**config.mk**
```make
export PLATFORM = sky130hd
export DESIGN_NAME = wb_arbiter_2
export DESIGN_NICKNAME = d
export VERILOG_FILES = /design/src/rtl/wb_arbiter_2_pkg.sv /design/src/rtl/wb_arbiter_rr_sel.sv /design/src/rtl/wb_arbiter_2.sv
export SDC_FILE = /design/constraint.sdc
export NUM_CORES = 1
export LEC_CHECK = 0
export ABC_CLOCK_PERIOD_IN_PS = 3300
export CORE_AREA = 2 2 123 125
export DETAILED_ROUTE_END_ITERATION = 7
export DIE_AREA = 0 0 125 127
export PLACE_DENSITY = 0.62
export SYNTH_ARGS = -nofsm -noshare
export SYNTH_HDL_FRONTEND = slang
export SYNTH_SLANG_ARGS = --single-unit
export TNS_END_PERCENT = 30
```
**constraint.sdc**
```tcl
create_clock -name clk -period 3.3 [get_ports clk]
set_input_delay 0.495 -clock clk [delete_from_list [all_inputs] [get_ports clk]]
set_output_delay 0.495 -clock clk [all_outputs]
set_load 0.03 [all_outputs]
```
**src/rtl/wb_arbiter_2_pkg.sv**
```systemverilog
// Shared types for the two-master Wishbone arbiter: FSM encoding and watchdog sizing.
package wb_arbiter_2_pkg;

    typedef enum logic [1:0] {
        ST_IDLE   = 2'd0,
        ST_GRANT0 = 2'd1,
        ST_GRANT1 = 2'd2
    } arb_state_t;

    // A zero-width counter is illegal, so a disabled watchdog still gets one bit.
    function automatic int wd_width(input int timeout);
        return (timeout > 0) ? $clog2(timeout + 1) : 1;
    endfunction

endpackage

```
**src/rtl/wb_arbiter_rr_sel.sv**
```systemverilog
// Two-input round-robin selector: picks the requester that was not served last on a tie.
module wb_arbiter_rr_sel (
    input  logic [1:0] req,
    input  logic       last,
    output logic       grant_valid,
    output logic       grant_idx
);

    assign grant_valid = |req;
    assign grant_idx   = (req == 2'b11) ? ~last : req[1];

endmodule

```
**src/rtl/wb_arbiter_2.sv**
```systemverilog
// Two-master, one-slave Wishbone classic arbiter with cyc-locked round-robin grant
// and a watchdog that errors out a stalled slave.
module wb_arbiter_2
    import wb_arbiter_2_pkg::*;
#(
    parameter int ADDR_WIDTH   = 32,
    parameter int DATA_WIDTH   = 32,
    parameter int SELECT_WIDTH = DATA_WIDTH / 8,
    parameter int TIMEOUT      = 1024
) (
    input  logic                    clk,
    input  logic                    rst,

    input  logic [ADDR_WIDTH-1:0]   wbm0_adr_i,
    input  logic [DATA_WIDTH-1:0]   wbm0_dat_i,
    input  logic                    wbm0_we_i,
    input  logic [SELECT_WIDTH-1:0] wbm0_sel_i,
    input  logic                    wbm0_stb_i,
    input  logic                    wbm0_cyc_i,
    output logic [DATA_WIDTH-1:0]   wbm0_dat_o,
    output logic                    wbm0_ack_o,
    output logic                    wbm0_err_o,
    output logic                    wbm0_rty_o,

    input  logic [ADDR_WIDTH-1:0]   wbm1_adr_i,
    input  logic [DATA_WIDTH-1:0]   wbm1_dat_i,
    input  logic                    wbm1_we_i,
    input  logic [SELECT_WIDTH-1:0] wbm1_sel_i,
    input  logic                    wbm1_stb_i,
    input  logic                    wbm1_cyc_i,
    output logic [DATA_WIDTH-1:0]   wbm1_dat_o,
    output logic                    wbm1_ack_o,
    output logic                    wbm1_err_o,
    output logic                    wbm1_rty_o,

    output logic [ADDR_WIDTH-1:0]   wbs_adr_o,
    output logic [DATA_WIDTH-1:0]   wbs_dat_o,
    output logic                    wbs_we_o,
    output logic [SELECT_WIDTH-1:0] wbs_sel_o,
    output logic                    wbs_stb_o,
    output logic                    wbs_cyc_o,
    input  logic [DATA_WIDTH-1:0]   wbs_dat_i,
    input  logic                    wbs_ack_i,
    input  logic                    wbs_err_i,
    input  logic                    wbs_rty_i
);

    localparam int              WD_W    = wd_width(TIMEOUT);
    localparam logic [WD_W-1:0] WD_LAST = WD_W'((TIMEOUT > 0) ? TIMEOUT - 1 : 0);

    arb_state_t      state, state_nxt;
    logic            last, last_nxt;
    logic [WD_W-1:0] wd_cnt, wd_cnt_nxt;
    logic            wd_fire, wd_fire_nxt;
    logic            rearb, grant_valid, grant_idx;
    logic            slave_resp;
    logic            fwd_ack, fwd_err, fwd_rty;

    assign slave_resp = wbs_ack_i | wbs_err_i | wbs_rty_i;

    wb_arbiter_rr_sel u_rr_sel (
        .req         ({wbm1_cyc_i, wbm0_cyc_i}),
        .last        (last),
        .grant_valid (grant_valid),
        .grant_idx   (grant_idx)
    );

    always_ff @(posedge clk or posedge rst) begin
        if (rst) begin
            state   <= ST_IDLE;
            last    <= 1'b1;
            wd_cnt  <= '0;
            wd_fire <= 1'b0;
        end else begin
            state   <= state_nxt;
            last    <= last_nxt;
            wd_cnt  <= wd_cnt_nxt;
            wd_fire <= wd_fire_nxt;
        end
    end

    always_comb begin
        state_nxt = state;
        last_nxt  = last;
        case (state)
            ST_GRANT0: rearb = ~wbm0_cyc_i;
            ST_GRANT1: rearb = ~wbm1_cyc_i;
            default:   rearb = 1'b1;
        endcase
        if (rearb) begin
            if (grant_valid) begin
                state_nxt = grant_idx ? ST_GRANT1 : ST_GRANT0;
                last_nxt  = grant_idx;
            end else begin
                state_nxt = ST_IDLE;
            end
        end

        // Fire only on a live strobe, so the forced-low fire cycle cannot re-arm it.
        wd_fire_nxt = (TIMEOUT != 0) && wbs_stb_o && !slave_resp && (wd_cnt == WD_LAST);
        if (wd_fire_nxt || state_nxt != state || state == ST_IDLE || slave_resp)
            wd_cnt_nxt = '0;
        else if (wbs_stb_o && TIMEOUT != 0)
            wd_cnt_nxt = wd_cnt + 1'b1;
        else
            wd_cnt_nxt = wd_cnt;
    end

    always_comb begin
        wbs_adr_o = '0;
        wbs_dat_o = '0;
        wbs_we_o  = 1'b0;
        wbs_sel_o = '0;
        wbs_stb_o = 1'b0;
        wbs_cyc_o = 1'b0;
        if (state == ST_GRANT0) begin
            wbs_adr_o = wbm0_adr_i;
            wbs_dat_o = wbm0_dat_i;
            wbs_we_o  = wbm0_we_i;
            wbs_sel_o = wbm0_sel_i;
            wbs_stb_o = wbm0_stb_i & ~wd_fire;
            wbs_cyc_o = wbm0_cyc_i;
        end else if (state == ST_GRANT1) begin
            wbs_adr_o = wbm1_adr_i;
            wbs_dat_o = wbm1_dat_i;
            wbs_we_o  = wbm1_we_i;
            wbs_sel_o = wbm1_sel_i;
            wbs_stb_o = wbm1_stb_i & ~wd_fire;
            wbs_cyc_o = wbm1_cyc_i;
        end

        // A dropped cyc hides late responses; a watchdog fire masks whatever the slave says.
        fwd_ack = wbs_cyc_o & wbs_ack_i & ~wd_fire;
        fwd_rty = wbs_cyc_o & wbs_rty_i & ~wd_fire;
        fwd_err = wd_fire | (wbs_cyc_o & wbs_err_i);

        wbm0_ack_o = (state == ST_GRANT0) & fwd_ack;
        wbm0_err_o = (state == ST_GRANT0) & fwd_err;
        wbm0_rty_o = (state == ST_GRANT0) & fwd_rty;
        wbm1_ack_o = (state == ST_GRANT1) & fwd_ack;
        wbm1_err_o = (state == ST_GRANT1) & fwd_err;
        wbm1_rty_o = (state == ST_GRANT1) & fwd_rty;
    end

    assign wbm0_dat_o = wbs_dat_i;
    assign wbm1_dat_o = wbs_dat_i;

endmodule
```
==> results.yml <==
clock_tree:
  setup_repair_bufs_after_cts: 0
  path_clk_slew_ns: 0.05
  hold_bufs_inserted_after_cts: 0
  root_buffer: "sky130_fd_sc_hd__clkbuf_16"
  number_of_resized_instances_in_the_post_cts_repair_step: 0
  clock_path_buffers: 2
  cts-htree-levels: 1
  cts_inserted_buffers: 3
  tritoncts: "done"
  cts_num_sinks: 15
  worstSkewPairLatency_ns: 0.24
setup_path:
  timing.critical_path.slowest_stage_cell: "sky130_fd_sc_hd__clkdlybuf4s50_1"
  cp.required_ns: 2.80
  setup.worst_path.start_class: "flip-flop"
  cp-end-kind: "output port"
  critPathMostFrequentCell: "sky130_fd_sc_hd__inv_1"
  crit_path_cell_trace: "inv_1, ha_2, inv_1, nor2_4, buf_12, a22o_1, clkdlybuf4s50_1"
  startpoint: "state[0]"
  cpPeakStageDelay_ns: 0.71
  timing.critical_path.fanout_max: 67
  cp_data_arrival_time_ns: 2.59
  worstSetupPathType: "reg -> out"
  crit-reg2reg-launch: "state[1]"
yosys:
  dominantRegCellSynth: "sky130_fd_sc_hd__dfrtp_1"
  synth_edf_count: 0
  yosys.area_share.xor_xnor_pct: 2.82
  synthesis_warning_total: 0
  synth_seq_area_share_pct: 17.3
  synthesized_flop_and_latch_total: 15
  synth_area_per_cell_um2: 8.45
  synth.lib_cells_used.distinct: 46
  post_synth_and_or_nand_nor_area_fraction_pct: 11.8
  mappedNetlistArea_um2: 2170
  syn-instance-count: 257
  post_synth_fa_ha_maj_area_fraction_pct: 2.30
  mappedNetlistNets: 440
  async_flop_share_pct: 100
  dominant_combinational_cell_family_by_area_after_synthesis: "compound AO/OA/AOI/OAI gates"
  post_synth_mux_area_share_pct: 0.461
  synth_compound_gate_area_share_pct: 37.5
routing:
  vias: 2569
  routedWlPerCell_um: 19.7
  detailedRoute.firstPassIterationCount: 4
  routed_wl_mm: 11.6
  drc: 0
  vias_per_cell: 4.38
  detailedRoute.firstIterationViolations: 42
  final_antenna_net_count: 0
layout:
  antenna_cells: 0
  syn_to_final_growth_pct: 92.1
  share_of_final_layout_standard_cells_stronger_than_drive_strength_1_pct: 7.69
  layout_commonest_cell: "sky130_fd_sc_hd__clkdlybuf4s50_1"
  final_cell_utilization_of_the_core_pct: 28.9
  layout.nets: 587
  layout.cells.most_common_list: "210 x sky130_fd_sc_hd__clkdlybuf4s50_1, 67 x sky130_fd_sc_hd__a22o_1, 16 x sky130_fd_sc_hd__buf_4"
global_route:
  grt_antenna_before_repair: 0
  overall_fraction_of_global_route_tracks_in_use_pct: 13.2
  number_of_global_route_vias_before_repair: 2668
  global_route_wire_length_before_repair_mm: 16.2
  overflow: 0
  grt_max_degree: 68
timing:
  grt_setup_unrepaired: "no"
  max_slew.worst_pin.slew_ns: 0.605
  setup_total_negative_slack_ns: 0
  fmax_ghz: 0.324
  skew_ns: 0.000908
  min_period_ns: 3.09
  final-max-slew-violation-count: 0
  final-hold-violation-count: 0
  min_period_over_period_pct: 93.5
  report.final.setup_viol: 0
  relSlewSlack_pct: 59.7
hold_path:
  timing.hold.worst.class: "reg -> reg"
  min_from: "wd_cnt[10]"
job:
  timing.max_cap.violations: 0
power:
  p_leak_nw: 1.56
  vdd_drop_max_mv: 0.239
  power_density_nw_per_um2: 783
floorplan:
  fp-row-count: 44
  io-pin-count: 320
  core_box_area_um2: 14400
  floorplan.die.height_um: 127
  dieWidth_um: 125
  die-area_um2: 15900
  initial_core_util_pct: 15.1
place:
  port_buffers: 223
  dp_hpwl_mm: 9.80
  routability_congestion_estimate_from_global_placement: 0.797
run_status:
  outcome: "completed"
[layer usage]
layer	track usage [%]	wire length (um)	up-vias
li1	-	-	1197
met1	17.2	5000	1196
met2	20.2	5050	153
met3	6.41	1420	23
met4	2.35	109	0
met5	0	0	-
[cells by family (layout without fill, tap and decap cells)]
kind of cell	Yosys count	in the layout
simple gates	42	42
compound gates	95	95
flops	15	15
xor+xnor	7	7
fa+ha+maj	4	4
buf+inv	93	239
mux	1	1
[power by group]
| group | internal (mW) | leakage, nW | switching [mW] |
|---|---|---|---|
| clock network | 0.163 | 0.0382 | 0.0678 |
| logic | 1.16 | 1.31 | 1.65 |
| registers | 0.209 | 0.203 | 0.0179 |
| total | 1.53 | 1.56 | 1.74 |
[area by class of cell]
type                       count  area [um2]
fill                        1528       10300
timing repair buffer         228        2250
sequential                    15         377
tap                          184         230
clock buffer                   4        78.8
inverter                       7        26.3
multi-input combinational    149        1200
[metrics by stage]
step	total power, mW	setup slack, ns	std cells	instance area (um2)	hold slack (ns)
2_1_floorplan	1.97	0.231	257	2170	0.396
3_3_place_gp	3.05	0.392	583	4090	0.502
3_5_place_dp	3.06	0.322	583	4090	0.528
4_1_cts	3.31	0.0930	587	4170	0.539
5_1_grt	3.45	0.0750	587	4170	0.575
6_report	3.27	0.213	587	4170	0.539
[final timing paths]
| path | endpoint | cells past startpoint | slack (ns) |
|---|---|---|---|
| setup reg to reg | wd_cnt[2] | 8 | 0.99 |
| hold reg to reg | wd_cnt[10] | 2 | 0.54 |
| setup / recovery | wbs_dat_o[3] | 7 | 0.21 |
| hold / removal | wd_cnt[10] | 2 | 0.54 |
| min in group asynchronous | wd_cnt[2] | 2 | 0.63 |
| max in group asynchronous | wd_cnt[10] | 2 | 2.28 |
[synth_stat cells (3+ instances only)]
cell                       number  area (um2)
sky130_fd_sc_hd__buf_1          5        18.8
sky130_fd_sc_hd__nand2_1       11        41.3
sky130_fd_sc_hd__nor3b_1        4        30.0
sky130_fd_sc_hd__inv_1          7        26.3
sky130_fd_sc_hd__dfrtp_1       14         350
sky130_fd_sc_hd__ha_1           4        50.1
sky130_fd_sc_hd__nor2_1         3        11.3
sky130_fd_sc_hd__a21oi_1        3        15.0
sky130_fd_sc_hd__clkbuf_1      11        41.3
sky130_fd_sc_hd__or3_1          3        18.8
sky130_fd_sc_hd__a22o_1        67         587
sky130_fd_sc_hd__buf_2          5        25.0
sky130_fd_sc_hd__o21ai_0        8        40.0
sky130_fd_sc_hd__nor4_1         7        43.8
sky130_fd_sc_hd__o211ai_1       3        22.5
sky130_fd_sc_hd__xor2_1         5        43.8
sky130_fd_sc_hd__buf_4         64         480
[flip-flops by register name (all words and copies together), names as in the netlist]
register,cells
wd_fire,1
state,2
last,1
wd_cnt,11
[critical path: cells and delay by family (launching register included)]
kind / cells / cell delay (ns)
buf+inv: 4 / 1.22
flops: 1 / 0.39
fa+ha+maj: 1 / 0.28
compound gates: 1 / 0.28
simple gates: 1 / 0.11
No activity file was read; power rests on OpenSTA's default activity.
